===== src/rtl/q2fsm_pkg.sv =====
// Shared types and constants for the q2fsm pattern transmitter.
package q2fsm_pkg;

  typedef enum logic [1:0] {
    IDLE  = 2'd0,
    SHIFT = 2'd1,
    PAR   = 2'd2,
    GAP   = 2'd3
  } tx_state_t;

  localparam int unsigned DEF_WIDTH      = 8;
  localparam int unsigned DEF_GAP_CYCLES = 2;
  // Two zeros return the downstream detector to idle from any state
  localparam int unsigned MIN_GAP        = 2;

endpackage


===== src/rtl/q2fsm_tx_shreg.sv =====
// Loadable left-shift register; the MSB is the serial bit and parity is captured at load.
module q2fsm_tx_shreg #(
  parameter int unsigned WIDTH = 8
) (
  input  logic             clk,
  input  logic             reset_n,
  input  logic             load,
  input  logic             shift,
  input  logic [WIDTH-1:0] d,
  output logic             msb,
  output logic             parity
);

  logic [WIDTH-1:0] q;
  logic             par_q;

  always_ff @(posedge clk or negedge reset_n) begin
    if (!reset_n) begin
      q     <= '0;
      par_q <= 1'b0;
    end else if (load) begin
      q     <= d;
      par_q <= ^d;
    end else if (shift) begin
      q     <= {q[WIDTH-2:0], 1'b0};
    end
  end

  assign msb    = q[WIDTH-1];
  assign parity = par_q;

endmodule


===== src/rtl/q2fsm_pattern_tx.sv =====
// Serial pattern transmitter feeding the 2012-q2 sequence detector.
// Optional even-parity bit after the data word: define Q2FSM_TX_PARITY_EN.
module q2fsm_pattern_tx
  import q2fsm_pkg::*;
#(
  parameter int unsigned WIDTH      = DEF_WIDTH,
  parameter int unsigned GAP_CYCLES = DEF_GAP_CYCLES
) (
  input  logic             clk,
  input  logic             reset_n,
  input  logic             in_valid,
  input  logic [WIDTH-1:0] in_data,
  output logic             in_ready,
  output logic             w,
  output logic             busy,
  output logic             done
);

  localparam int unsigned GAP_EFF = (GAP_CYCLES < MIN_GAP) ? MIN_GAP : GAP_CYCLES;
  localparam int unsigned BIT_W   = $clog2(WIDTH);
  localparam int unsigned GAP_W   = $clog2(GAP_EFF + 1);

  tx_state_t        state, state_d;
  logic [BIT_W-1:0] bit_cnt, bit_d;
  logic [GAP_W-1:0] gap_cnt, gap_d;
  logic             ld, sh, done_d, par_bit;
  logic [WIDTH-1:0] ld_data;

  // The shift register MSB is the w flop; it is all-zero outside SHIFT/PAR.
  q2fsm_tx_shreg #(.WIDTH(WIDTH)) u_shreg (
    .clk    (clk),
    .reset_n(reset_n),
    .load   (ld),
    .shift  (sh),
    .d      (ld_data),
    .msb    (w),
    .parity (par_bit)
  );

  always_ff @(posedge clk or negedge reset_n) begin
    if (!reset_n) begin
      state    <= IDLE;
      bit_cnt  <= '0;
      gap_cnt  <= '0;
      in_ready <= 1'b0;
      busy     <= 1'b0;
      done     <= 1'b0;
    end else begin
      state    <= state_d;
      bit_cnt  <= bit_d;
      gap_cnt  <= gap_d;
      in_ready <= (state_d == IDLE);
      busy     <= (state_d != IDLE);
      done     <= done_d;
    end
  end

  always_comb begin
    state_d = state;
    bit_d   = bit_cnt;
    gap_d   = gap_cnt;
    ld      = 1'b0;
    sh      = 1'b0;
    ld_data = in_data;
    done_d  = 1'b0;
    case (state)
      IDLE: begin
        if (in_valid && in_ready) begin
          state_d = SHIFT;
          bit_d   = BIT_W'(WIDTH - 1);
          ld      = 1'b1;
        end
      end
      SHIFT: begin
        // Reload slot: parity bit placed at the MSB, zeros behind it
        ld_data = {par_bit, {(WIDTH-1){1'b0}}};
        if (bit_cnt == '0) begin
`ifdef Q2FSM_TX_PARITY_EN
          state_d = PAR;
          ld      = 1'b1;
`else
          state_d = GAP;
          gap_d   = GAP_W'(GAP_EFF - 1);
          sh      = 1'b1;
`endif
        end else begin
          bit_d = bit_cnt - BIT_W'(1);
          sh    = 1'b1;
        end
      end
`ifdef Q2FSM_TX_PARITY_EN
      PAR: begin
        state_d = GAP;
        gap_d   = GAP_W'(GAP_EFF - 1);
        sh      = 1'b1;
      end
`endif
      GAP: begin
        if (gap_cnt == '0) begin
          state_d = IDLE;
        end else begin
          gap_d  = gap_cnt - GAP_W'(1);
          done_d = (gap_cnt == GAP_W'(1));
        end
      end
      default: begin
        // Unreachable encodings: flush the serial path and return to idle
        state_d = IDLE;
        bit_d   = '0;
        gap_d   = '0;
        ld      = 1'b1;
        ld_data = '0;
      end
    endcase
  end

endmodule


===== config.mk =====
export PLATFORM = sky130hd
export DESIGN_NAME = q2fsm_pattern_tx
export DESIGN_NICKNAME = d
export VERILOG_FILES = /design/src/rtl/q2fsm_pkg.sv /design/src/rtl/q2fsm_tx_shreg.sv /design/src/rtl/q2fsm_pattern_tx.sv
export SDC_FILE = /design/constraint.sdc
export NUM_CORES = 1
export LEC_CHECK = 0
export ABC_AREA = 1
export BUFFER_PORTS_ARGS = -buffer_cell sky130_fd_sc_hd__buf_2
export CORE_ASPECT_RATIO = 1.2
export CORE_MARGIN = 10
export CORE_UTILIZATION = 55
export DETAILED_ROUTE_END_ITERATION = 12
export MAX_ROUTING_LAYER = met4
export PLACE_DENSITY_LB_ADDON = 0.08
export SETUP_SLACK_MARGIN = 0.4
export SLEW_MARGIN = 20
export SYNTH_ARGS = -nofsm -noshare
export SYNTH_HDL_FRONTEND = slang
export SYNTH_SLANG_ARGS = --single-unit
export TNS_END_PERCENT = 100

===== constraint.sdc =====
create_clock -name clk -period 5 [get_ports clk]
set_input_delay 0.25 -clock clk [delete_from_list [all_inputs] [get_ports clk]]
set_output_delay 0.25 -clock clk [all_outputs]
set_load 0.02 [all_outputs]

* Yosys cells after proc, flatten, opt, wreduce, memory -nomap -nowiden *
Cells that the tools add are included.

operators by class
  add/sub/neg operators = 2
  eq/ne operators = 7
  mux-type cells = 18
  bitwise gates (word level) = 2
  reductions and logical operators = 12

operators by type and width
  operator               number
  $mux W8                2
  $pmux W8 S2            1
  $pmux W2 S3            2
  $mux W2                5
  $pmux W3 S3            1
  $ne A2 B2 Y1 const B   4
  $reduce_xor A8 Y1      1
  $logic_not A2 Y1       3
  $mux W3                2
  $reduce_and A3 Y1      2
  $eq A2 B1 Y1 const B   2
  $mux W1                4
  $reduce_bool A2 Y1     2
  $reduce_or A2 Y1       2
  $logic_not A3 Y1       1
  $sub A3 B1 Y3 const B  1
  $eq A2 B2 Y1 const B   1
  $not A1 Y1             2
  $pmux W1 S2            1
  $sub A2 B1 Y2 const B  1
  $logic_and A1 B1 Y1    1

word-level totals
  bits in registers = 19
  output and inout bits = 4
  logic and storage cells = 49

* Logic depth before layout (Yosys ltp) *
  word-level depth = 4
  depth in mapped cells = 13
  depth with buffers taken out = 12

* Hierarchy *
A second synthesis with hierarchy kept.

second synthesis, totals
  cell total of the unflattened synthesis = 178
  area total of the unflattened synthesis = 1256.2 um^2

by module, submodules not included
  module            times used  cells an instance  area an instance (um^2)
  q2fsm_pattern_tx  1           100                708.2
  q2fsm_tx_shreg    1           78                 548.0

* Least setup slack after synthesis *
No wires, ideal clock.

  kind = reg2reg
  from = register state[0]
  to = register u_shreg.par_q (netlist: u_shreg.parity)
  arrival time = 1.511 ns
  data required time = 4.883 ns
  path slack = 3.371 ns
  cell stages (with the launch flop) = 14
  path buffers = 1
  path through = dfrtp_1 -> inv_1 -> ha_1 -> nor2_2 -> buf_6 -> nand3_1 -> nand2_1 -> inv_1 -> nand2_1 -> nand2_1 -> inv_1 -> nand2_1 -> nand3_1 -> nand2_1

on the way
  longest elaborated chain between the ends = 4

ends and longest elaborated chain
  what                                              line                    source
  start, declared                                   q2fsm_pattern_tx.sv:23  tx_state_t state, state_d;
  start signal, assigned                            q2fsm_pattern_tx.sv:49  state <= state_d;
  $eq A2 B2 Y1 or $logic_not A2 Y1 (tied branches)  q2fsm_pattern_tx.sv:66  case (state)
  $reduce_or A2 Y1 (no source line)                 -
  $pmux W8 S2                                       q2fsm_pattern_tx.sv:66
  $reduce_xor A8 Y1                                 q2fsm_tx_shreg.sv:23    par_q <= ^d;
  end signal, assigned                              q2fsm_tx_shreg.sv:23
  end, declared                                     q2fsm_tx_shreg.sv:15    logic par_q;

Parallel ways exist; a longest one is shown, timed or not.
A chain may end at the register's enable or synchronous reset.

* Final worst setup path *
Same ends and word-level chain as after synthesis.

==> results summary <==
The post-route minimum period is 1960 ps. Across every metal layer, demand over resource in global routing totals around an eighth. STA classifies the critical path endpoint as a flop. Walking the worst path, the cells encountered are inv_1 > ha_1 > nor2_2 > nand3_1 > nand2_1 > inv_1 > nand2_1 > nand2_1 > inv_1 > nand2_1 > nand3_1 > nand2_1. The routed length per placed instance is 12.0 microns. Data on the critical path is required at its endpoint by around 5200 ps. The maximum achievable frequency is between 500 and 600 MHz. The routing usage on met3 is between 3 and 4%. Global routing used 12.5% of the available met1 tracks. The first global-routing pass estimated 4650 microns of wire. The slowest cell on the critical path is sky130_fd_sc_hd__dfrtp_1. The number of antenna violations at the first check in global routing came out at 0. IR analysis of the VDD net gives a maximum drop of 0.327 mV. The number of pins with negative max-slew slack in the final report was 0.

For this design, the sink count on the clock tree is 19. The most used cell along the critical path is sky130_fd_sc_hd__nand2_1. Clock tree synthesis selected as its root buffer the cell sky130_fd_sc_hd__clkbuf_4. Compared with the post-synthesis result, the final layout area differs by 10.2%. Dividing total power by cell area gives a power density of 598 nW/um^2. The tool flagged a number of max-cap violations equal to 0. The floorplan row count came out at 18.

The detailed router placed approximately 1,100 vias in this run. In the routed layout, each cell is associated on average with a via count of 5.09. The leakage power of the design is 0.739 nW. In this run, the number of DRC markers left after iteration 0 of detailed routing was 29. The estimated wirelength of the detail-placed design came out at 1970 microns. The number of buffers created by CTS came out at 3. In the final design database the tool counted 203 nets. For this configuration, the core starts out at a cell density of 58.8%. In this run the tightest slew margin relative to its limit is 70.8%.

The via count of the first global-routing pass was 1,158. The tightest min-delay check is of the in -> reg type. The overflow left after global routing came out at 0. The first detailed-routing pass ran for 4 iterations. The TritonCTS clock tree is done. The pin slew with the least headroom to its limit came out at 438 ps. After clock tree synthesis, the clock-pin slew on the worst setup and hold paths is 120 ps.

Gates resized during post-CTS repair numbered 0. Leaving out fill and tap cells, the most frequent cells in the layout are sky130_fd_sc_hd__inv_1 (35), sky130_fd_sc_hd__nand2_1 (32), sky130_fd_sc_hd__dfrtp_1 (19). The pin count of the biggest net entering global routing is 20.

The total number of H-tree levels is 1. The flip-flop and latch count after synthesis came out at 19. The count of final setup violators is 0. The most heavily used metal layer in global routing is met2.

The worst setup path is launched from a flop. The part of the cycle the worst path needs came out at 39.1%. The sequential cells in the finished layout cover a total of 475 sq um. Broken down by cell family, the worst path's largest delay share belongs to simple AND/OR/NAND/NOR gates. In the final timing run, aggregate negative setup slack is 0 ps. The worst setup path is of the reg -> reg kind.

The count of input and output buffers came out at 14. The number of antenna diodes came out at 0. The count of antenna-violating nets left after detailed routing came out at 0. The synthesized area divided by synthesized cell count is 7.46 sq um.

Data arrives at the worst endpoint at between 2000 and 2500 ps. The number of buffers and inverters on the critical path is 3. The fill cell instance count of the final layout came out at 202.

Setup repair after global routing left no endpoint under its margin. The maximum single-stage delay on the critical path came out at about 440 ps. At the end of routability-driven placement, the weighted congestion stood at approximately 0.89. The number of distinct library cell variants in the gate-level netlist after synthesis came out at 22. The placeable core region came out at 2090 sq um. The count of unresolved DRC violations after routing came out at 0. The final count of hold timing violations was 0.

Leaving out fill and tap cells, the most frequent cell in the layout is sky130_fd_sc_hd__inv_1. The total of warnings raised by yosys is 0. The met2 routing resource usage after global routing is 22.8%. The post-synthesis net count is 185. The part of the Yosys area used for sequential elements came out at 38.6%. Measured along the x axis, the die boundary spans ~63 microns. After detailed routing, the total wire length is 2550 microns. The area taken by multi-input logic gates is between 500 and 600 sq um. The height of the chip is slightly above 70 microns. The I/O pin count is 15.

The die outline area came out at 4540 sq um. The longest clock path from root to sink contains 2 buffers. Counting every instance in the synthesized netlist gives 165. The flow ran to the end, and the final reports show no timing, DRC or antenna violations. The final-layout worst hold slack is ~250 ps.

Of all nets on the critical path, the largest fanout is 12. The fraction of layout cells with a size suffix above 1 came out at 14.3%. The mapped netlist covers 1230 sq um.

The final worst clock skew is 3.85 ps. The clock latency at the later pin of the worst-skew pair came out at 310 ps.
[tightest hold or removal path, delay by kind of cell]
family / cells / cell delay, ps
buffers and inverters: 2 / 180
AOI/OAI and AO/OA: 1 / 90
[cell families after synthesis]
logic type	after synthesis	share of synthesized area [%]
compound gates	28	12.4
buf+inv	38	12.8
flops	19	38.6
simple gates	71	27.0
fa+ha+maj	9	9.15
[path summary, 6_finish.rpt]
path                                 start        endpoint  slack (ps)  depth (start not counted)
worst max-delay path              state[0]  u_shreg.parity        3040                         12
worst min-delay path            in_data[0]    u_shreg.q[0]         250                          3
worst max register to register    state[0]  u_shreg.parity        3040                         12
worst min register to register  gap_cnt[1]      gap_cnt[1]         510                          2
max in group asynchronous          reset_n      gap_cnt[1]        4300                          2
min in group asynchronous          reset_n    u_shreg.q[5]         400                          2
[Yosys cell counts, drive strengths merged]
library cell / count / area [sq um]
nor2: 15 / 61.3
nand2: 36 / 155
inv: 36 / 135
a21oi: 4 / 20.0
o22ai: 1 / 6.26
o31ai: 1 / 7.51
buf: 2 / 22.5
ha: 9 / 113
nand3: 13 / 65.1
nand3b: 2 / 15.0
o311ai: 1 / 8.76
a31oi: 1 / 6.26
dfrtp: 19 / 475
nor3: 5 / 36.3
o21ai: 19 / 95.1
o32ai: 1 / 8.76
[power by group]
| group | switching [mW] | total, mW | internal (mW) |
|---|---|---|---|
| Combinational | 0.319 | 0.481 | 0.162 |
| Sequential | 0.0308 | 0.246 | 0.215 |
| Clock | 0.0534 | 0.0840 | 0.0306 |
[timing repair]
action,in CTS,in global routing
endpoints found under the hold margin,19,0
buffers inserted,0,0
hold buffers,1,0
endpoints found under the setup margin,0,0
[final cells by class]
| class | instances | share of cell area, % |
|---|---|---|
| repair buffers | 15 | 5.90 |
| clock inverters | 1 | 0.554 |
| clock buffers | 3 | 1.66 |
| well taps | 30 | 2.77 |
| multi-input cells | 108 | 44.1 |
| inverters | 36 | 9.96 |
| flip-flops and latches | 19 | 35.1 |
[sequential cells by signal (all words and copies together) (netlist names)]
signal	cells
bit_cnt	3
busy	1
done	1
gap_cnt	2
in_ready	1
state	2
u_shreg.parity	1
u_shreg.q	8
[through the flow]
step	total power [mW]	cell area, sq um	util (%)	instances	setup WS (ps)
after CTS	0.818	1360	64.8	212	3020
after detailed placement	0.728	1320	62.8	207	3050
after global routing	0.911	1360	64.8	212	2750
after floorplan	0.647	1230	-	165	3370
final	0.811	1360	64.8	212	3040
after global placement	0.702	1320	62.8	207	3170
[per-layer routing]
layer	up-vias	share of wire (%)
met4	0	1.8
met3	5	5.0
met1	489	40
li1	550	-
met5	-	0
met2	35	53
Power figures use the tool's default switching activity.
